File: src/rtl/lbp_engine_if.sv
`default_nettype none
// +----------------------------------------------------------------------+
// | Module      : lbp_engine_if                                          |
// | Description : Grey-memory read port and LBP result write port of the |
// |               texture engine, bundled for the engine and its memories|
// | Revision    : 1.0                                                    |
// +----------------------------------------------------------------------+
interface lbp_engine_if #(
  parameter int COL_BITS = 7,
  parameter int ROW_BITS = 7,
  parameter int PIX_W    = 8
);
  localparam int AW = ROW_BITS + COL_BITS;

  logic             gray_ready;
  logic [AW-1:0]    gray_addr;
  logic             gray_req;
  logic [PIX_W-1:0] gray_data;
  logic [AW-1:0]    lbp_addr;
  logic             lbp_valid;
  logic [7:0]       lbp_data;

  // Engine side: issues reads, consumes grey data, produces result writes
  modport master (
    input  gray_ready, gray_data,
    output gray_addr, gray_req, lbp_addr, lbp_valid, lbp_data
  );

  // Memory side: grey ROM answers reads, result RAM accepts writes
  modport slave (
    output gray_ready, gray_data,
    input  gray_addr, gray_req, lbp_addr, lbp_valid, lbp_data
  );
endinterface
`default_nettype wire

File: src/rtl/lbp_engine.sv
`default_nettype none
// +----------------------------------------------------------------------+
// | Module      : lbp_engine                                             |
// | Description : Raster-scan local binary pattern engine. Reads a grey  |
// |               image through a 3x3 sliding window (column reuse) and  |
// |               writes one 8-bit texture code per pixel (LBP, CS-LBP,  |
// |               thresholded LBP).                                      |
// | Revision    : 1.0                                                    |
// +----------------------------------------------------------------------+
module lbp_engine #(
  parameter int COL_BITS = 7,
  parameter int ROW_BITS = 7,
  parameter int PIX_W    = 8
) (
  input  logic             clk,
  input  logic             reset,
  lbp_engine_if.master     bus,
  input  logic [1:0]       mode,
  input  logic [PIX_W-1:0] thresh,
  output logic             finish
);

  localparam logic [2:0] S_IDLE   = 3'd0;
  localparam logic [2:0] S_BORDER = 3'd1;
  localparam logic [2:0] S_FILL   = 3'd2;
  localparam logic [2:0] S_SLIDE  = 3'd3;
  localparam logic [2:0] S_CALC   = 3'd4;
  localparam logic [2:0] S_WRITE  = 3'd5;
  localparam logic [2:0] S_DONE   = 3'd6;

  logic [2:0]          state_q, state_d;
  logic [ROW_BITS-1:0] row_q, row_d;
  logic [COL_BITS-1:0] col_q, col_d;
  logic [3:0]          cnt_q, cnt_d;

  // Read pipeline: one outstanding read, slot says where the data lands
  logic                pend_q;
  logic [3:0]          pidx_q;
  logic                req;
  logic [3:0]          slot;
  logic [1:0]          win_row, win_col;
  logic [ROW_BITS-1:0] rd_row;
  logic [COL_BITS-1:0] rd_col;

  // Window stored column-major: index = 3*col_offset + row_offset
  logic [PIX_W-1:0]    win_q [9];
  logic [PIX_W-1:0]    nb    [8];

  logic [1:0]          mode_q;
  logic [PIX_W-1:0]    thresh_q;
  logic [7:0]          code_q, code_d;

  logic [ROW_BITS+COL_BITS-1:0] hold_addr_q;
  logic [7:0]                   hold_data_q;
  logic                         finish_q;

  logic                wr;
  logic [7:0]          wr_data;
  logic [COL_BITS-1:0] nxt_col;
  logic [ROW_BITS-1:0] nxt_row;
  logic                nxt_interior;
  logic                at_end;

  assign nxt_col      = col_q + COL_BITS'(1);
  assign nxt_row      = (&col_q) ? row_q + ROW_BITS'(1) : row_q;
  assign nxt_interior = (nxt_row != '0) && (nxt_row != '1) &&
                        (nxt_col != '0) && (nxt_col != '1);
  assign at_end       = (&row_q) && (&col_q);

  // Read address generation: FILL walks all 9 window slots, SLIDE only column c+1
  always_comb begin
    req     = 1'b0;
    slot    = 4'd0;
    win_row = 2'd0;
    win_col = 2'd0;
    if (state_q == S_FILL && cnt_q < 4'd9) begin
      req  = 1'b1;
      slot = cnt_q;
      if (cnt_q >= 4'd6) begin
        win_col = 2'd2;
        win_row = 2'(cnt_q - 4'd6);
      end else if (cnt_q >= 4'd3) begin
        win_col = 2'd1;
        win_row = 2'(cnt_q - 4'd3);
      end else begin
        win_col = 2'd0;
        win_row = 2'(cnt_q);
      end
    end else if (state_q == S_SLIDE && cnt_q < 4'd3) begin
      req     = 1'b1;
      slot    = 4'd6 + cnt_q;
      win_col = 2'd2;
      win_row = 2'(cnt_q);
    end
  end

  assign rd_row        = row_q + ROW_BITS'(win_row) - ROW_BITS'(1);
  assign rd_col        = col_q + COL_BITS'(win_col) - COL_BITS'(1);
  assign bus.gray_req  = req;
  assign bus.gray_addr = req ? {rd_row, rd_col} : '0;

  // Neighbour numbering g0..g7 mapped onto the column-major window
  always_comb begin
    nb[0] = win_q[0];
    nb[1] = win_q[3];
    nb[2] = win_q[6];
    nb[3] = win_q[1];
    nb[4] = win_q[7];
    nb[5] = win_q[2];
    nb[6] = win_q[5];
    nb[7] = win_q[8];
  end

  // Code evaluation for all three modes; mode 3 falls back to plain LBP
  always_comb begin
    logic [PIX_W:0] sum;
    logic [PIX_W:0] diff;
    logic [7:0]     lbp_bits;
    logic [7:0]     thr_bits;
    logic [3:0]     cs_bits;
    sum      = {1'b0, win_q[4]} + {1'b0, thresh_q};
    diff     = '0;
    lbp_bits = '0;
    thr_bits = '0;
    cs_bits  = '0;
    for (int i = 0; i < 8; i++) begin
      lbp_bits[i] = (nb[i] >= win_q[4]);
      thr_bits[i] = ({1'b0, nb[i]} >= sum);
    end
    for (int k = 0; k < 4; k++) begin
      diff       = {1'b0, nb[k]} - {1'b0, nb[7-k]};
      cs_bits[k] = ($signed(diff) > $signed({1'b0, thresh_q}));
    end
    case (mode_q)
      2'd1:    code_d = {4'b0000, cs_bits};
      2'd2:    code_d = thr_bits;
      default: code_d = lbp_bits;
    endcase
  end

  // Scan state machine and pixel position
  always_comb begin
    state_d = state_q;
    row_d   = row_q;
    col_d   = col_q;
    cnt_d   = cnt_q + 4'd1;
    case (state_q)
      S_IDLE: begin
        cnt_d = 4'd0;
        if (bus.gray_ready) state_d = S_BORDER;
      end
      S_BORDER: begin
        cnt_d = 4'd0;
        if (at_end) begin
          state_d = S_DONE;
        end else begin
          row_d = nxt_row;
          col_d = nxt_col;
          if (nxt_interior) state_d = S_FILL;
        end
      end
      S_FILL: begin
        if (cnt_q == 4'd9) begin
          state_d = S_CALC;
          cnt_d   = 4'd0;
        end
      end
      S_SLIDE: begin
        if (cnt_q == 4'd3) begin
          state_d = S_CALC;
          cnt_d   = 4'd0;
        end
      end
      S_CALC: begin
        cnt_d   = 4'd0;
        state_d = S_WRITE;
      end
      S_WRITE: begin
        cnt_d = 4'd0;
        if (at_end) begin
          state_d = S_DONE;
        end else begin
          row_d   = nxt_row;
          col_d   = nxt_col;
          state_d = nxt_interior ? S_SLIDE : S_BORDER;
        end
      end
      S_DONE: cnt_d = 4'd0;
      default: begin
        state_d = S_IDLE;
        cnt_d   = 4'd0;
      end
    endcase
  end

  // State, position and step counter registers
  always_ff @(posedge clk or negedge reset) begin
    if (!reset) begin
      state_q <= S_IDLE;
      row_q   <= '0;
      col_q   <= '0;
      cnt_q   <= 4'd0;
    end else begin
      state_q <= state_d;
      row_q   <= row_d;
      col_q   <= col_d;
      cnt_q   <= cnt_d;
    end
  end

  // Read capture into the window, plus left shift when moving to the next column
  always_ff @(posedge clk or negedge reset) begin
    if (!reset) begin
      pend_q <= 1'b0;
      pidx_q <= 4'd0;
      for (int i = 0; i < 9; i++) win_q[i] <= '0;
    end else begin
      pend_q <= req;
      pidx_q <= slot;
      if (state_q == S_WRITE && state_d == S_SLIDE) begin
        for (int i = 0; i < 6; i++) win_q[i] <= win_q[i+3];
      end
      if (pend_q) win_q[pidx_q] <= bus.gray_data;
    end
  end

  // Frame configuration latched at scan start, code latched in CALC
  always_ff @(posedge clk or negedge reset) begin
    if (!reset) begin
      mode_q   <= 2'd0;
      thresh_q <= '0;
      code_q   <= 8'd0;
    end else begin
      if (state_q == S_IDLE && bus.gray_ready) begin
        mode_q   <= mode;
        thresh_q <= thresh;
      end
      if (state_q == S_CALC) code_q <= code_d;
    end
  end

  assign wr      = (state_q == S_BORDER) || (state_q == S_WRITE);
  assign wr_data = (state_q == S_WRITE) ? code_q : 8'd0;

  // Last written address/data held so the write port is stable between strobes
  always_ff @(posedge clk or negedge reset) begin
    if (!reset) begin
      hold_addr_q <= '0;
      hold_data_q <= 8'd0;
      finish_q    <= 1'b0;
    end else begin
      if (wr) begin
        hold_addr_q <= {row_q, col_q};
        hold_data_q <= wr_data;
      end
      if (state_d == S_DONE) finish_q <= 1'b1;
    end
  end

  assign bus.lbp_valid = wr;
  assign bus.lbp_addr  = wr ? {row_q, col_q} : hold_addr_q;
  assign bus.lbp_data  = wr ? wr_data : hold_data_q;
  assign finish        = finish_q;

endmodule
`default_nettype wire

File: src/flat_wrapper.sv
// flat-port wrapper written by rule: the top's interface ports become plain ports
module lbp_engine_flat 
#(
  parameter int COL_BITS = 7,
  parameter int ROW_BITS = 7,
  parameter int PIX_W    = 8
)
  (clk, reset, mode, thresh, finish, bus_gray_ready, bus_gray_data, bus_gray_addr, bus_gray_req, bus_lbp_addr, bus_lbp_valid, bus_lbp_data);
  lbp_engine_if #(.COL_BITS(COL_BITS), .ROW_BITS(ROW_BITS), .PIX_W(PIX_W)) bus_i ();
  input  logic clk;
  input  logic reset;
  input  logic [1:0] mode;
  input  logic [PIX_W-1:0] thresh;
  output logic finish;
  input wire logic [$bits(bus_i.gray_ready)-1:0] bus_gray_ready;
  input wire logic [$bits(bus_i.gray_data)-1:0] bus_gray_data;
  output wire logic [$bits(bus_i.gray_addr)-1:0] bus_gray_addr;
  output wire logic [$bits(bus_i.gray_req)-1:0] bus_gray_req;
  output wire logic [$bits(bus_i.lbp_addr)-1:0] bus_lbp_addr;
  output wire logic [$bits(bus_i.lbp_valid)-1:0] bus_lbp_valid;
  output wire logic [$bits(bus_i.lbp_data)-1:0] bus_lbp_data;
  assign bus_i.gray_ready = bus_gray_ready;
  assign bus_i.gray_data = bus_gray_data;
  assign bus_gray_addr = bus_i.gray_addr;
  assign bus_gray_req = bus_i.gray_req;
  assign bus_lbp_addr = bus_i.lbp_addr;
  assign bus_lbp_valid = bus_i.lbp_valid;
  assign bus_lbp_data = bus_i.lbp_data;
  lbp_engine #(.COL_BITS(COL_BITS), .ROW_BITS(ROW_BITS), .PIX_W(PIX_W)) u_core (.clk(clk), .reset(reset), .bus(bus_i), .mode(mode), .thresh(thresh), .finish(finish));
endmodule
File: config.mk
export PLATFORM = sky130hd
export DESIGN_NAME = lbp_engine_flat
export DESIGN_NICKNAME = d
export VERILOG_FILES = /design/src/rtl/lbp_engine_if.sv /design/src/rtl/lbp_engine.sv /design/src/flat_wrapper.sv
export SDC_FILE = /design/constraint.sdc
export NUM_CORES = 1
export LEC_CHECK = 0
export CORE_ASPECT_RATIO = 1.25
export CORE_MARGIN = 8
export CORE_UTILIZATION = 30
export DETAILED_ROUTE_END_ITERATION = 7
export GPL_TIMING_DRIVEN = 0
export MAX_ROUTING_LAYER = met4
export PLACE_DENSITY = 0.48
export SYNTH_ARGS = -nofsm -noshare
export SYNTH_HDL_FRONTEND = slang
export SYNTH_SLANG_ARGS = --single-unit
File: constraint.sdc
create_clock -name clk -period 3.42 [get_ports clk]
set_input_delay 0.513 -clock clk [delete_from_list [all_inputs] [get_ports clk]]
set_output_delay 0.513 -clock clk [all_outputs]
set_load 0.01 [all_outputs]
==> metrics.md, run 1 <==
| Metric | Value |
|---|---|
| Maximum level of the CTS H-tree | 4 |
| Clock Sink Count | 139 |
| Outcome | did not finish |
| Mean area per synthesized cell | 9.17 sq um |
| Worst EP post-GRT repair | bus_gray_addr[13] |
| First-pass GRT wire length | 57500 um |
| Most used flip-flop cell after synthesis | sky130_fd_sc_hd__dfrtp_1 |
| Post-DP HPWL | 27800 um |
| Number of antenna violations at the first check in global routing | 0 |
| GP Congestion | 0.852 |
| Number of global-route vias before repair | 9840 |
| Count of cell types in the netlist | 58 |
| Placed cell areas | 12900 sq um |
| Number of placement rows | 81 |
| Cell at the root of the clock tree | sky130_fd_sc_hd__clkbuf_16 |
| Pin count of the biggest net entering global routing | 76 |
| First error line in the log | [ERROR DRT-0255] Maze Route cannot find path of net clk in worker of routeBox ( 144900 0 ) ( 192910 48300 ). |
| Cell total after placement | 1830 |
| Number of warnings printed during yosys synthesis | 0 |
| Starting density of the core | 30.2% |
| Worst-path end type | primary output |
| Die extent in y | 237 um |
| Overall fraction of global-route tracks in use | 16.6% |
| Clock buffer count from CTS | 17 |
| Netlist area before placement | 11700 sq um |
| Number of enable flip-flop cells after synthesis | 0 |
| Instance count of the mapped netlist | 1280 |
| Buffers on Ports | 51 |
| Net count after synthesis | 1539 |
| Sequential element share of the synthesized area | 29.6% |
| Stage at which the flow ended | detailed routing (5_2_route) |
| Async SR Flop Fraction | 100% |
| Post-synthesis sequential element count | 139 |
| Top Ports | 60 |
| Longest Clk Path Bufs | 2 |
| Overflow left after global routing | 0 |
| Die Span X | 193 um |
-- routing by layer --
layer  track usage [%]
met1              20.0
met4              5.01
met3              2.16
met2              28.6
met5                 -
-- cells in the mapped netlist, drive strengths merged, types with 3 or more instances --
library cell	count	area [sq um]
o21a	20	150
fa	7	140
nor3b	3	22.5
clkbuf	26	97.6
nor2	62	233
nand2	130	488
inv	94	353
dfrtp	139	3480
and3	5	31.3
o21bai	9	67.6
nor3	14	70.1
and2	4	25.0
buf	16	126
a211oi	12	90.1
nor2b	10	62.6
o211ai	12	90.1
o21ai	117	586
xor2	23	201
nand3	25	125
o31ai	3	22.5
nand4	11	68.8
a21o	45	338
or4	3	22.5
nand2b	25	156
ha	231	2890
nand3b	7	52.6
a21oi	80	400
nor4	8	50.1
xnor2	37	324
mux2i	48	480
mux2	16	180
a31oi	9	56.3
-- logic make-up after synthesis --
kind of cell,after synthesis,share of synthesized area [%]
flip-flops,139,29.6
AO/OA/AOI/OAI,327,16.9
multiplexers,64,5.63
AND/OR/NAND/NOR,316,12.7
XOR/XNOR,60,4.48
buffers and inverters,136,4.91
adder cells (fa/ha/maj),238,25.8
-- metrics by stage --
stage	TNS, ps	utilization (%)	hold WS (ps)	worst slack, ps
5_1_grt	-5150	37.1	161	-670
2_1_floorplan	0	-	217	6.26
3_5_place_dp	-14070	33.3	464	-1170
4_1_cts	-3800	35.9	129	-592
3_3_place_gp	-648480	33.2	449	-4600
-- what timing repair did --
item / CTS / global route
pin swaps: 38 / 56
endpoints found under the setup margin: 29 / 22
hold buffers: 0 / 0
resized for setup: 125 / 76
buffers inserted: 35 / 22
==> run 2, diff against run 1 <==
--- a/config.mk
+++ b/config.mk
@@ -5,13 +5,11 @@
 export SDC_FILE = /design/constraint.sdc
 export NUM_CORES = 1
 export LEC_CHECK = 0
-export CORE_ASPECT_RATIO = 1.25
 export CORE_MARGIN = 8
-export CORE_UTILIZATION = 30
+export CORE_UTILIZATION = 20
 export DETAILED_ROUTE_END_ITERATION = 7
 export GPL_TIMING_DRIVEN = 0
-export MAX_ROUTING_LAYER = met4
-export PLACE_DENSITY = 0.48
+export PLACE_DENSITY_LB_ADDON = 0.15
 export SYNTH_ARGS = -nofsm -noshare
 export SYNTH_HDL_FRONTEND = slang
 export SYNTH_SLANG_ARGS = --single-unit
==> constraint.sdc (replaced) <==
create_clock -name clk -period 4.4 [get_ports clk]
set_input_delay 0.66 -clock clk [delete_from_list [all_inputs] [get_ports clk]]
set_output_delay 0.66 -clock clk [all_outputs]
set_load 0.01 [all_outputs]
==> run 2 against run 1 <==
The run now ends clean. Synthesized area is the same. Global-route usage down 4.7 points. Synthesized cell count is the same.
==> metrics.md, run 2 <==
| Metric | Value |
|---|---|
| Outcome | finished, final reports clean |
| Longest Clk Path Bufs | 2 |
| Biggest area consumer among synthesized cells | sky130_fd_sc_hd__dfrtp_1 |
| Total power draw | 2.88 mW |
| Clock buffer count from CTS | 17 |
| Crit Path Class | reg -> out |
| Number of global-route vias before repair | 9394 |
| Clock network fraction of design power | 48.3% |
| First-pass GRT wire length | 60600 um |
| CP startpoint kind | register |
| Clock latency on the worst-skew pair | 450 ps |
| Sequential element share of the synthesized area | 29.6% |
| Count of fill cells added during filler insertion | 6455 |
| Number of enable flip-flop cells after synthesis | 0 |
| Highest-count cells in the layout ignoring fill and taps | 230 x sky130_fd_sc_hd__ha_1, 136 x sky130_fd_sc_hd__dfrtp_1, 130 x sky130_fd_sc_hd__nand2_1, 100 x sky130_fd_sc_hd__o21ai_0, 91 x sky130_fd_sc_hd__inv_1 |
| WL met1 | 19000 um |
| Async SR Flop Fraction | 100% |
| Cell type of the slowest stage on the worst timing path | sky130_fd_sc_hd__clkdlybuf4s50_1 |
| Total setup violations reported at the end of the flow | 0 |
| Max_cap viols | 0 |
| Upper clock frequency limit | 0.239 GHz |
| Number of pins exceeding their max-slew limit in the final report | 0 |
| Area of the core region | 58600 sq um |
| Actual transition at the worst max-transition pin | 1300 ps |
| Overall fraction of global-route tracks in use | 11.9% |
| Worst path arrival time | 3530 ps |
| Cells traversed along the worst timing path | ha_4, nor3_4, nand2b_1, nor2b_4, inv_2, nand2_1, ha_1, inv_1, ha_1, fa_2, xnor2_1, nor2_1, clkdlybuf4s50_1 |
| GP Congestion | 0.801 |
| Time the final worst path needs with I/O delays and setup | 4190 ps |
| Crit path top cell by count | sky130_fd_sc_hd__ha_1 |
| Number of antenna violations at the first check in global routing | 2 |
| Buffers on Ports | 51 |
| Setup slack on the worst flop-to-flop path | 210 ps |
| Top Ports | 60 |
| Drt first pass iters | 5 |
| Number of design rule violations left after detail routing | 0 |
| Worst path max stage delay | 550 ps |
| Netlist area before placement | 11700 sq um |
| Routed wire length | 39400 um |
| Antenna diode count | 0 |
| Overflow left after global routing | 0 |
| Critical path endpoint category | output port |
| Detail Route Antenna Nets | 0 |
| Die extent in y | 258 um |
| Overall via count from detail_route | 9349 |
| Dominant cell by count in the synthesized netlist | sky130_fd_sc_hd__ha_1 |
| Routed met3 length | 1230 um |
| Required time at the worst-slack endpoint | 3740 ps |
| Most frequent standard cell in the layout excluding fill and tap cells | sky130_fd_sc_hd__ha_1 |
| Met2 wire length | 18500 um |
| Post-DP HPWL | 30800 um |
| Area fraction of the dominant cell type after synthesis | 29.6% |
| Slew headroom | 12.9% |
| Most common library cells after synthesis | 231 x sky130_fd_sc_hd__ha_1, 139 x sky130_fd_sc_hd__dfrtp_1, 130 x sky130_fd_sc_hd__nand2_1, 101 x sky130_fd_sc_hd__o21ai_0, 94 x sky130_fd_sc_hd__inv_1 |
| Post-synthesis sequential element count | 139 |
| Hold crit path type | in -> async |
| Cell at the root of the clock tree | sky130_fd_sc_hd__clkbuf_16 |
| Count of cell types in the netlist | 58 |
| Power per unit of standard cell area | 206 nW/um^2 |
| Static Leak | 6.88 nW |
| Net count after synthesis | 1539 |
| Setup clock skew after layout | 10.1 ps |
| Max Used Layer | met5 |
| Die Span X | 258 um |
| Die ar. | 66700 sq um |
| Share of total power consumed by net switching | 27.0% |
| Switching power | 0.778 mW |
| Critical Path Fanout Max | 7 |
| CTS tree | done |
| Most used flip-flop cell after synthesis | sky130_fd_sc_hd__dfrtp_1 |
| Worst VDD drop | 0.000289 V |
| Instance count of the mapped netlist | 1280 |
| Combinational Power Share | 6.3% |
| Post-CTS clock slew at the launch and capture registers of the worst setup and hold paths | 70 ps |
| Fin util | 23.9% |
| Number of warnings printed during yosys synthesis | 0 |
| Flop pwr share | 45.3% |
| Fraction of final layout cells with drive strength greater than 1 | 7.12% |
| Vias per inst | 4.35 |
| Power Internal | 2.10 mW |
| Mean area per synthesized cell | 9.17 sq um |
| Portion of the clock cycle consumed by the worst path in the final layout | 95.3% |
| DR WL/cell | 18.3 um |
| Number of placement rows | 89 |
| Syn-to-layout area delta | 19.3% |
| Maximum level of the CTS H-tree | 4 |
| Starting density of the core | 20.0% |
| Pin count of the biggest net entering global routing | 73 |
| DRT iter0 DRCs | 593 |
| Cell types with the largest area share after synthesis | sky130_fd_sc_hd__dfrtp_1 30%, sky130_fd_sc_hd__ha_1 25%, sky130_fd_sc_hd__o21ai_0 4.3%, sky130_fd_sc_hd__nand2_1 4.2%, sky130_fd_sc_hd__mux2i_1 4.1% |
| Final hold violations | 0 |
| Layout net count | 1623 |
| Clock Sink Count | 139 |
run 2: final timing paths:
path | end | from | depth (start not counted)
max | bus_gray_addr[3] | u_core.cnt_q[1]$_DFF_PN0_ | 13
min | u_core.nb[10]$_DFF_PN0_ | reset | 1
max reg2reg | u_core.code_q[2]$_DFFE_PN0P_ | u_core.win_q[32]$_DFF_PN0_ | 13
min reg2reg | u_core.hold_data_q[6]$_DFF_PN0_ | u_core.hold_data_q[6]$_DFF_PN0_ | 2
max in group asynchronous | u_core.state_q[2]$_DFF_PN0_ | reset | 2
min in group clk | u_core.hold_data_q[6]$_DFF_PN0_ | u_core.hold_data_q[6]$_DFF_PN0_ | 2
run 2: what timing repair did:
item | 4_1_cts | 5_1_grt
gates resized for setup | 25 | 20
endpoints found under the setup margin | 14 | 10
pin swaps | 2 | 6
hold buffers | 0 | 0
buffers inserted | 7 | 7
run 2: layer usage:
metal | vias to the layer above | global-route usage (%)
li1 | 4714 | -
met1 | 4461 | 15.9
met2 | 141 | 19.5
met3 | 31 | 2.26
met4 | 2 | 3.41
met5 | - | 0
run 2: cell families (layout without fill, tap and decap cells):
kind of cell             count (synthesis)  after routing  share of synthesized area (%)
AND/OR/NAND/NOR                        316            316                           12.7
multiplexers                            64             64                           5.63
buffers and inverters                  136            233                           4.91
flip-flops                             139            139                           29.6
XOR/XNOR                                60             60                           4.48
adder cells (fa/ha/maj)                238            238                           25.8
AO/OA/AOI/OAI                          327            327                           16.9
run 2: power by group through the flow:
stage                     Sequential [mW]  Combinational [mW]  Clock (mW)
after CTS                            1.31               0.187        1.46
after global placement               1.33               0.180           0
after floorplan                      1.32               0.103           0
final                                1.31               0.182        1.39
after detailed placement             1.33               0.185           0
after global routing                 1.31               0.209        1.50
run 2: through the flow:
step | cell area (sq um) | hold slack [ps] | cells | setup slack (ps) | TNS, ps
after floorplan | 11700 | 364 | 1280 | 645 | 0
after global placement | 13200 | 451 | 2104 | -4280 | -594290
after detailed placement | 13300 | 463 | 2105 | -473 | -2750
after CTS | 13900 | 201 | 2143 | -13.3 | -13.3
after global routing | 14000 | 221 | 2150 | -3.87 | -3.87
final | 14000 | 193 | 2150 | 208 | 0
run 2: cell type report:
cell class / instances / area [sq um] / share of cell area [%]
multi-input combinational: 1005 / 7790 / 55.7
sequential: 139 / 3480 / 24.9
tap: 773 / 967 / 6.91
timing repair buffer: 66 / 647 / 4.62
clock buffer: 21 / 450 / 3.22
inverter: 94 / 355 / 2.54
buffer: 41 / 220 / 1.57
clock inverter: 11 / 86.3 / 0.617
run 2: critical path: cells and delay by family, from the launching register on:
| kind | cells | cell delay [ps] |
|---|---|---|
| xor+xnor | 1 | 150 |
| flops | 1 | 480 |
| buf+inv | 3 | 670 |
| simple gates | 5 | 700 |
| fa+ha+maj | 4 | 1060 |
Note: power is estimated with default switching activity, not from simulation.
==> run 3, diff against run 2 <==
==> constraint.sdc (replaced) <==
create_clock -name clk -period 3.4 [get_ports clk]
set_input_delay 0.51 -clock clk [delete_from_list [all_inputs] [get_ports clk]]
set_output_delay 0.51 -clock clk [all_outputs]
set_load 0.01 [all_outputs]
==> run 3 against run 2 <==
The run now ends with setup timing left. Core utilization is 1.7 points higher. Clock-buffer cell count decreased by 3. Sequential cell count did not move. First-iteration DRC count shrank 6.6%. Die area unchanged. Sequential share of layout area is 1.6 points lower. Cell area increased by 7.0%. Total power up 42%. Combinational power up 43%. Final cell count is 2.2% higher. Routed wire length up 2.5%. Worst setup slack worse by 750 ps. Critical path type unchanged.
==> metrics.md, run 3 (same netlist as run 2, synthesis figures left out) <==
| Metric | Value |
|---|---|
| Die extent in y | 258 um |
| Slew headroom | 17.8% |
| Area of the core region | 58600 sq um |
| Clock buffer count from CTS | 17 |
| Worst setup slack after placement | -1230 ps |
| Worst path max stage delay | 420 ps |
| Die Span X | 258 um |
| Layout net count | 1671 |
| Overall fraction of global-route tracks in use | 12.2% |
| Max_cap viols | 0 |
| Total Negative Setup Slacks | -3800 ps |
| Worst VDD drop | 0.000351 V |
| Post-DP HPWL | 30800 um |
| Hold crit path type | reg -> reg |
| Setup clock skew after layout | 11.7 ps |
| Number of antenna violations at the first check in global routing | 1 |
| Least setup slack across all paths after layout | -543 ps |
| CP startpoint kind | register |
| Highest-count cells in the layout ignoring fill and taps | 216 x sky130_fd_sc_hd__ha_1, 129 x sky130_fd_sc_hd__dfrtp_1, 128 x sky130_fd_sc_hd__nand2_1, 93 x sky130_fd_sc_hd__o21ai_0, 76 x sky130_fd_sc_hd__inv_1 |
| Post-layout instance area | 15000 sq um |
| Required time at the worst-slack endpoint | 2890 ps |
| Clock Sink Count | 139 |
| Crit Path Class | reg -> out |
| Overflow left after global routing | 0 |
| Upper clock frequency limit | 0.254 GHz |
| First-pass GRT wire length | 62400 um |
| Number of design rule violations left after detail routing | 0 |
| GP Congestion | 0.787 |
| Number of pins exceeding their max-slew limit in the final report | 0 |
| DR WL/cell | 18.4 um |
| Fraction of final layout cells with drive strength greater than 1 | 18.5% |
| Top Ports | 60 |
| Longest Clk Path Bufs | 2 |
| Antenna diode count | 0 |
| Cells traversed along the worst timing path | or3b_4, a21oi_4, nand3b_1, or2_4, a21oi_4, ha_2, inv_2, ha_4, fa_2, a21oi_2, nor2_1, nor2_1, xor2_1, nor2_1, buf_2 |
| Violated checks | setup timing |
| Final hold violations | 0 |
| Starting density of the core | 20.0% |
| Crit path top cell by count | sky130_fd_sc_hd__nor2_1 |
| Detail Route Antenna Nets | 0 |
| Cell at the root of the clock tree | sky130_fd_sc_hd__clkbuf_16 |
| Actual transition at the worst max-transition pin | 1220 ps |
| RSZ-0062 raised after global routing | yes |
| Static Leak | 7.25 nW |
| Cell type of the slowest stage on the worst timing path | sky130_fd_sc_hd__or3b_4 |
| Number of global-route vias before repair | 9837 |
| Outcome | complete, but fails checks |
| Portion of the clock cycle consumed by the worst path in the final layout | 116% |
| Most frequent standard cell in the layout excluding fill and tap cells | sky130_fd_sc_hd__ha_1 |
| Syn-to-layout area delta | 27.6% |
| Count of fill cells added during filler insertion | 6342 |
| Drt first pass iters | 7 |
| Placed cell areas | 13300 sq um |
| Clock latency on the worst-skew pair | 460 ps |
| Die ar. | 66700 sq um |
| Vias per inst | 4.36 |
| Maximum level of the CTS H-tree | 4 |
| Critical Path Fanout Max | 3 |
| Number of placement rows | 89 |
| Pin count of the biggest net entering global routing | 88 |
| Overall via count from detail_route | 9582 |
| Time the final worst path needs with I/O delays and setup | 3940 ps |
| Total setup violations reported at the end of the flow | 10 |
| Power per unit of standard cell area | 274 nW/um^2 |
| CTS tree | done |
| Critical path endpoint category | output port |
| Post-CTS clock slew at the launch and capture registers of the worst setup and hold paths | 70 ps |
| Routed wire length | 40400 um |
| Buffers on Ports | 51 |
| DRT iter0 DRCs | 554 |
| Worst path arrival time | 3430 ps |
run 3: cell types whose count changed in the layout (fill, tap and decap cells not counted), sizes merged, moves of 3 or more:
| cell | before | now |
|---|---|---|
| buf | 33 | 91 |
| dlymetal6s2s | 4 | 0 |
| clkinvlp | 5 | 1 |
| clkbuf | 47 | 44 |
| bufinv | 0 | 4 |
| clkdlybuf4s50 | 41 | 36 |
run 3: path summary, 6_finish.rpt:
check,endpoint,slack [ps],cells after the start,from
setup / recovery,bus_gray_addr[12],-540,15,u_core.state_q[2]$_DFF_PN0_
hold / removal,u_core.hold_data_q[6]$_DFF_PN0_,470,2,u_core.hold_data_q[6]$_DFF_PN0_
setup reg to reg,u_core.code_q[2]$_DFFE_PN0P_,100,14,u_core.thresh_q[0]$_DFFE_PN0P_
max in group asynchronous,u_core.state_q[2]$_DFF_PN0_,1900,3,reset
hold reg to reg,u_core.hold_data_q[6]$_DFF_PN0_,470,2,u_core.hold_data_q[6]$_DFF_PN0_
min in group asynchronous,u_core.nb[9]$_DFF_PN0_,590,2,reset
run 3: what timing repair did:
action                                  CTS  global route
hold buffers                              1             0
endpoints found under the hold margin     6             0
gates cloned                              0             0
endpoints found under the setup margin   32            35
pin swaps                                48            75
resized for setup                       147            72
buffers inserted                         38            30
run 3: critical path, delay by kind of cell (launching register included):
kind            cells  cell delay, ps
compound gates      3             440
xor+xnor            1             160
fa+ha+maj           3             700
buf+inv             2             200
flops               1             410
simple gates        6            1040
run 3: layout make-up:
| class | count | area (sq um) | share of cell area, % |
|---|---|---|---|
| Buffer | 40 | 224 | 1.50 |
| Clock buffer | 18 | 429 | 2.87 |
| Clock inverter | 14 | 211 | 1.41 |
| Inverter | 94 | 358 | 2.39 |
| Multi-Input combinational cell | 1005 | 8300 | 55.4 |
| Sequential cell | 139 | 3490 | 23.3 |
| Tap cell | 773 | 967 | 6.46 |
| Timing Repair Buffer | 115 | 993 | 6.63 |
run 3: metal layers:
metal / vias to the layer above / global-route usage [%] / routed length [um]
met5: - / 0 / 10
met3: 30 / 2.51 / 1440
met1: 4557 / 16.2 / 19200
met2: 160 / 20.2 / 19000
met4: 2 / 3.20 / 722
li1: 4833 / - / -
run 3: per-stage QoR:
step / hold slack, ps / std cells / power [mW] / util (%)
detailed placement: 460 / 2105 / 1.96 / 22.7
floorplan: 214 / 1280 / 1.85 / -
global route: 513 / 2198 / 4.29 / 25.6
finish: 474 / 2198 / 4.11 / 25.6
global placement: 449 / 2104 / 1.96 / 22.6
CTS: 479 / 2173 / 4.17 / 24.8
run 3: power by group:
group	total (mW)	switching, mW	leakage, nW	internal, mW
Sequential	1.69	0.0217	1.59	1.67
Combinational	0.261	0.151	5.35	0.110
Clock	2.16	0.906	0.310	1.25
Total	4.11	1.08	7.25	3.03
==> run 4, diff against run 3 <==
--- a/config.mk
+++ b/config.mk
@@ -5,11 +5,10 @@
 export SDC_FILE = /design/constraint.sdc
 export NUM_CORES = 1
 export LEC_CHECK = 0
-export CORE_MARGIN = 8
 export CORE_UTILIZATION = 20
 export DETAILED_ROUTE_END_ITERATION = 7
 export GPL_TIMING_DRIVEN = 0
-export PLACE_DENSITY_LB_ADDON = 0.15
+export PLACE_DENSITY_LB_ADDON = 0.12
 export SYNTH_ARGS = -nofsm -noshare
 export SYNTH_HDL_FRONTEND = slang
 export SYNTH_SLANG_ARGS = --single-unit
==> run 4 against run 3 <==
Final cell count shrank 0.32%. The run still ends with setup timing left. Sequential share of layout area grew 0.10 points. Sequential power is essentially flat. Highest routed layer unchanged. Register-to-register slack is essentially flat. Maximum frequency grew 1.7%. Critical endpoint unchanged. Die area shrank 11%. Clock skew is essentially flat.
==> metrics.md, run 4 (same netlist as run 2, synthesis figures left out) <==
| Metric | Value |
|---|---|
| Start point of the critical path | u_core.state_q[2]$_DFF_PN0_ |
| Clock buffer count from CTS | 17 |
| Hold crit path type | reg -> reg |
| Overall via count from detail_route | 9466 |
| Post-CTS clock slew at the launch and capture registers of the worst setup and hold paths | 70 ps |
| Max_cap viols | 0 |
| Cell total after placement | 2097 |
| Overall fraction of global-route tracks in use | 14.0% |
| Number of global-route vias before repair | 9607 |
| Most frequent standard cell in the layout excluding fill and tap cells | sky130_fd_sc_hd__ha_1 |
| CTS tree | done |
| Number of antenna violations at the first check in global routing | 1 |
| Clock latency on the worst-skew pair | 460 ps |
| DRT iter0 DRCs | 478 |
| Longest Clk Path Bufs | 2 |
| Total Negative Setup Slacks | -3200 ps |
| Die Span X | 244 um |
| Maximum level of the CTS H-tree | 4 |
| Clock Sink Count | 139 |
| Routed wire length | 41000 um |
| Actual transition at the worst max-transition pin | 1390 ps |
| Fraction of final layout cells with drive strength greater than 1 | 18.4% |
| Overflow left after global routing | 0 |
| Layout net count | 1672 |
| Outcome | complete, but fails checks |
| Violated checks | setup timing |
| Total setup violations reported at the end of the flow | 10 |
| Worst path arrival time | 3370 ps |
| Critical path endpoint category | output port |
| Setup clock skew after layout | 11.6 ps |
| Die ar. | 59700 sq um |
| Least setup slack across all paths after layout | -479 ps |
| Number of pins exceeding their max-slew limit in the final report | 0 |
| DR WL/cell | 18.7 um |
| Source of the worst register-to-register timing path | u_core.nb[56]$_DFF_PN0_ |
| End of the critical path | bus_gray_addr[12] |
| RSZ-0062 raised after global routing | yes |
| Number of placement rows | 88 |
| Crit Path Class | reg -> out |
| Setup slack on the worst flop-to-flop path | 110 ps |
| Syn-to-layout area delta | 27.2% |
| Slew headroom | 6.48% |
| Pin count of the biggest net entering global routing | 89 |
| Tightest hold margin | 469 ps |
| R2r worst-path depth | 15 |
| Drt first pass iters | 4 |
| Critical Path Fanout Max | 2 |
| Required time at the worst-slack endpoint | 2890 ps |
| Antenna diode count | 0 |
| First-pass GRT wire length | 62700 um |
| Cell at the root of the clock tree | sky130_fd_sc_hd__clkbuf_16 |
| Final Instance Count excl. Fillers | 2191 |
| Detail Route Antenna Nets | 0 |
| Post-DP HPWL | 31000 um |
| Vias per inst | 4.32 |
| Area of the core region | 57800 sq um |
| Time the final worst path needs with I/O delays and setup | 3880 ps |
| Buffers on Ports | 51 |
| Upper clock frequency limit | 0.258 GHz |
| Highest-count cells in the layout ignoring fill and taps | 216 x sky130_fd_sc_hd__ha_1, 128 x sky130_fd_sc_hd__nand2_1, 126 x sky130_fd_sc_hd__dfrtp_1, 91 x sky130_fd_sc_hd__o21ai_0, 77 x sky130_fd_sc_hd__inv_1 |
| Number of design rule violations left after detail routing | 0 |
| Cell depth of the worst hold path | 2 |
| Worst VDD drop | 0.000365 V |
| End of the worst register-to-register path | u_core.code_q[0]$_DFFE_PN0P_ |
| Starting density of the core | 20.3% |
| Top Ports | 60 |
| Static Leak | 7.20 nW |
| Power per unit of standard cell area | 267 nW/um^2 |
| Final hold violations | 0 |
| Die extent in y | 244 um |
| Portion of the clock cycle consumed by the worst path in the final layout | 114% |
| CP startpoint kind | register |
| GP Congestion | 0.788 |
-- run 4: changes by cell type in the layout (fill, tap and decap cells not counted), sizes merged --
cell / previous run / this run
clkinvlp: 1 / 3
clkdlybuf4s15: 0 / 1
inv: 99 / 97
clkbuf: 44 / 45
bufinv: 4 / 2
buf: 91 / 92
-- run 4: final cells by class --
class	instances	area, sq um
Inverter	94	358
Sequential cell	139	3490
Fill cell	6240	42900
Clock inverter	12	136
Timing Repair Buffer	116	990
Clock buffer	20	467
Tap cell	765	957
Multi-Input combinational cell	1005	8300
Buffer	40	223
-- run 4: where the power goes --
part / leakage [nW] / switching, mW / total (mW) / internal (mW)
Sequential: 1.58 / 0.0225 / 1.69 / 1.67
Clock: 0.289 / 0.880 / 2.03 / 1.15
Combinational: 5.33 / 0.154 / 0.269 / 0.114
Total: 7.20 / 1.06 / 3.98 / 2.93
-- run 4: timing repair --
| item | 4_1_cts | 5_1_grt |
|---|---|---|
| pin swaps | 31 | 60 |
| hold buffers | 1 | 0 |
| resized for setup | 124 | 90 |
| buffers inserted | 27 | 37 |
| setup endpoints to repair | 32 | 32 |
| endpoints found under the hold margin | 15 | 0 |
-- run 4: worst min path at each step --
| stage | startpoint | end | slack [ps] |
|---|---|---|---|
| final | u_core.hold_data_q[1]$_DFF_PN0_ | u_core.hold_data_q[1]$_DFF_PN0_ | 470 |
| after global routing | u_core.hold_data_q[5]$_DFF_PN0_ | u_core.hold_data_q[5]$_DFF_PN0_ | 490 |
| after CTS | u_core.hold_data_q[5]$_DFF_PN0_ | u_core.hold_data_q[5]$_DFF_PN0_ | 470 |
| after detailed placement | u_core.hold_data_q[1]$_DFF_PN0_ | u_core.hold_data_q[1]$_DFF_PN0_ | 450 |
| after global placement | u_core.hold_data_q[0]$_DFF_PN0_ | u_core.hold_data_q[0]$_DFF_PN0_ | 450 |
| after floorplan | reset | asynchronous set/reset pin | 210 |
-- run 4: layer usage --
layer  share of wire (%)  track usage (%)  vias up
met5               0.034                0        -
met1                  49             19.2     4505
met3                 2.4             2.56       24
li1                    -                -     4835
met4                 1.1             2.79        2
met2                  47             22.9      100
-- run 4: per-stage QoR --
step           power, mW  worst slack [ps]  instance area, sq um  util, %
2_1_floorplan       1.85             -3.23                 11800        -
3_3_place_gp        1.96             -5220                 13200     22.9
3_5_place_dp        1.97             -1270                 13300     23.0
4_1_cts             4.04              -603                 14300     24.8
5_1_grt             4.17              -722                 14900     25.8
6_report            3.98              -479                 14900     25.8
-- run 4: critical path: stages, from the launching register on --
cell                       delay, ps
sky130_fd_sc_hd__dfrtp_2         420
sky130_fd_sc_hd__or3b_4          420
sky130_fd_sc_hd__a21oi_4         140
sky130_fd_sc_hd__nand3b_1        140
sky130_fd_sc_hd__or2_4           270
sky130_fd_sc_hd__a21oi_4         140
sky130_fd_sc_hd__ha_4            140
sky130_fd_sc_hd__inv_2            40
sky130_fd_sc_hd__ha_4            150
sky130_fd_sc_hd__fa_2            350
sky130_fd_sc_hd__a21oi_2         140
sky130_fd_sc_hd__nor2_1           60
sky130_fd_sc_hd__nor2_1          130
sky130_fd_sc_hd__xor2_1          160
sky130_fd_sc_hd__nor2_1           50
sky130_fd_sc_hd__buf_2           160
==> patch (flow settings as in run 2) <==
`ROW_BITS` is set to 7 in 3 places; all go to 14.
--- a/src/rtl/lbp_engine_if.sv
+++ b/src/rtl/lbp_engine_if.sv
@@ -7,7 +7,7 @@
 // +----------------------------------------------------------------------+
 interface lbp_engine_if #(
   parameter int COL_BITS = 7,
-  parameter int ROW_BITS = 7,
+  parameter int ROW_BITS = 14,
   parameter int PIX_W    = 8
 );
   localparam int AW = ROW_BITS + COL_BITS;
--- a/src/rtl/lbp_engine.sv
+++ b/src/rtl/lbp_engine.sv
@@ -9,7 +9,7 @@
 // +----------------------------------------------------------------------+
 module lbp_engine #(
   parameter int COL_BITS = 7,
-  parameter int ROW_BITS = 7,
+  parameter int ROW_BITS = 14,
   parameter int PIX_W    = 8
 ) (
   input  logic             clk,
--- a/src/flat_wrapper.sv
+++ b/src/flat_wrapper.sv
@@ -2,7 +2,7 @@
 module lbp_engine_flat 
 #(
   parameter int COL_BITS = 7,
-  parameter int ROW_BITS = 7,
+  parameter int ROW_BITS = 14,
   parameter int PIX_W    = 8
 )
   (clk, reset, mode, thresh, finish, bus_gray_ready, bus_gray_data, bus_gray_addr, bus_gray_req, bus_lbp_addr, bus_lbp_valid, bus_lbp_data);
Ports: changed (resized bus_gray_addr and bus_lbp_addr); port bits go from 60 to 74. No check against the original RTL was run, so the function may have changed too.
==> patch against run 2 <==
The flow now finishes with violations (setup timing); clock skew increased by 2.4 ps; worst hold slack improved by 19 ps; sequential cell count increased by 14; synthesized area increased by 10%; first-iteration DRC count decreased by 11%; worst setup slack got worse by 500 ps; fmax decreased by 11%; total power increased by 10%; final cell count increased by 12%; cell area increased by 12%; routed wire length increased by 8.6%; critical endpoint is now bus_gray_addr[20]; largest power group unchanged.
==> patch: results (changes against run 2) <==
* Ranking of synthesized cells by area: dfrtp_1 30%, ha_1 24%, o21ai_0 4.9%
* Setup-failing EPs final at 6 (+6)
* Clock Root Buffer: clkbuf_16
* Failing checks: setup timing
* Htree depth at 4 (unchanged)
* Via count at 10,400 (+11%)
* CTS Buf Count at 17 (unchanged)
* VDD IR max at 0.000227 V (-21%)
* Syn Nets at 1,706 (+11%)
* First-pass GRT wire length at 66,800 um (+10%)
* Synth async-reset ratio at 1.00 (unchanged)
* Post-synth top cells: 247 x ha_1, 153 x dfrtp_1, 128 x nand2_1
* Wire per inst at 17.8 um (-2.9%)
* EDFF count, synth at 0 (unchanged)
* Critical Path Fanout Max at 3 (-4)
* Synth warnings at 0 (unchanged)
* Status: complete, but fails checks
* CP arrival at 4040 ps (+510 ps)
* Post-DP HPWL at 33,900 um (+10%)
* Skew-Pair Late Insertion Delay at 460 ps
* Initial antenna violation count at 1 (-1)
* Final RePlAce weighted congestion at 0.792 (-1.1%)
* PortBufs at 65 (+27%)
* Slowest stage cell, crit path: dfrtp_2
* Reg2Reg Setup Slack at 480 ps (+270 ps)
* Worst Skew at 12.5 ps (+2.43 ps)
* 1st-pass router iterations at 5 (unchanged)
* Cell variety after synth at 61 (+5.2%)
* Register area share after synthesis at 0.296 (-0.000523)
* Largest net degree at the start of global routing at 82 (+12%)
* Share of cells above drive strength 1 at 0.0897 (+0.0185)
* NumNets Final at 1,812 (+12%)
* Crit path largest cell delay at 430 ps (-120 ps)
* Vias in the first global route at 11,100 (+18%)
* Crit-path leading delay family: compound AO/OA/AOI/OAI gates
* Static Leak at 7.40 nW (+7.7%)
* Slew Limit Headroom at 0.0877 (-0.0416)
* DR iter-0 viols at 525 (-11%)
* Final WS setup at -296 ps (-503 ps)
* Fill cell total of the finished layout at 7,018 (+8.7%)
* Pre-CTS setup slack at -1410 ps (-941 ps)
* GRT Overall Usage at 0.118 (-0.000950)
patch: metal layers:
layer | vias to the layer above | wire length, um | global-route usage
met5 | - | 0 | 0
met4 | 0 | 417 | 0.0211
met3 | 26 | 1120 | 0.0215
met2 | 108 | 21200 | 0.209
met1 | 4977 | 20000 | 0.150
li1 | 5249 | - | -
patch: cell families after synthesis:
family                     synth area share
adders and majority gates             0.250
muxes                                0.0527
xor gates and xnor gates             0.0528
AOI/OAI and AO/OA                     0.161
and+or+nand+nor                       0.136
buffers and inverters                0.0521
DFF                                   0.296
patch: power breakdown:
group	internal [mW]	switching, mW	total (mW)
logic	0.0704	0.109	0.180
clock network	0.857	0.705	1.56
registers	1.42	0.0172	1.43
patch: worst paths after layout:
path	start	to	cells past startpoint
min	reset	u_core.nb[33]	1
max in group asynchronous	reset	u_core.row_q[11]	2
min reg2reg	u_core.hold_data_q[5]	u_core.hold_data_q[5]	2
max	u_core.cnt_q[0]	bus_gray_addr[20]	20
max reg2reg	u_core.win_q[32]	u_core.code_q[6]	14
min in group clk	u_core.hold_data_q[5]	u_core.hold_data_q[5]	2
patch: what timing repair did:
| item | 4_1_cts | 5_1_grt |
|---|---|---|
| gates resized for setup | 78 | 16 |
| buffers inserted | 18 | 4 |
| pin swaps | 25 | 17 |
| setup endpoints to repair | 20 | 16 |
patch: cell type report:
type | count | area [um2] | area share
Antenna cell | 1 | 2.50 | 0.000160
Buffer | 47 | 264 | 0.0169
Clock buffer | 20 | 447 | 0.0286
Clock inverter | 12 | 140 | 0.00897
Inverter | 110 | 415 | 0.0266
Multi-Input combinational cell | 1119 | 8640 | 0.553
Sequential cell | 153 | 3830 | 0.245
Tap cell | 855 | 1070 | 0.0685
Timing Repair Buffer | 89 | 816 | 0.0522
patch: metrics by stage:
step	cell area (um2)	cells	hold slack, ps	TNS (ps)
finish	15600	2406	212	-800
global route	15600	2405	247	-2760
CTS	15500	2401	223	-1190
detailed placement	14700	2353	456	-9660
global placement	14700	2351	454	-758330
floorplan	12900	1431	364	0
patch: worst reg2reg max path, stage by stage, from the launching register on:
cell and delay, ps:
dfrtp_1 580, ha_1 320, fa_1 410, a21o_1 200, a21oi_1 260, o21bai_1 100
a21oi_1 320, xor2_2 490, ha_1 340, o21ai_0 210, nor2_1 70, nor2_1 90
o31ai_1 90, a32oi_1 230, nand2_1 80
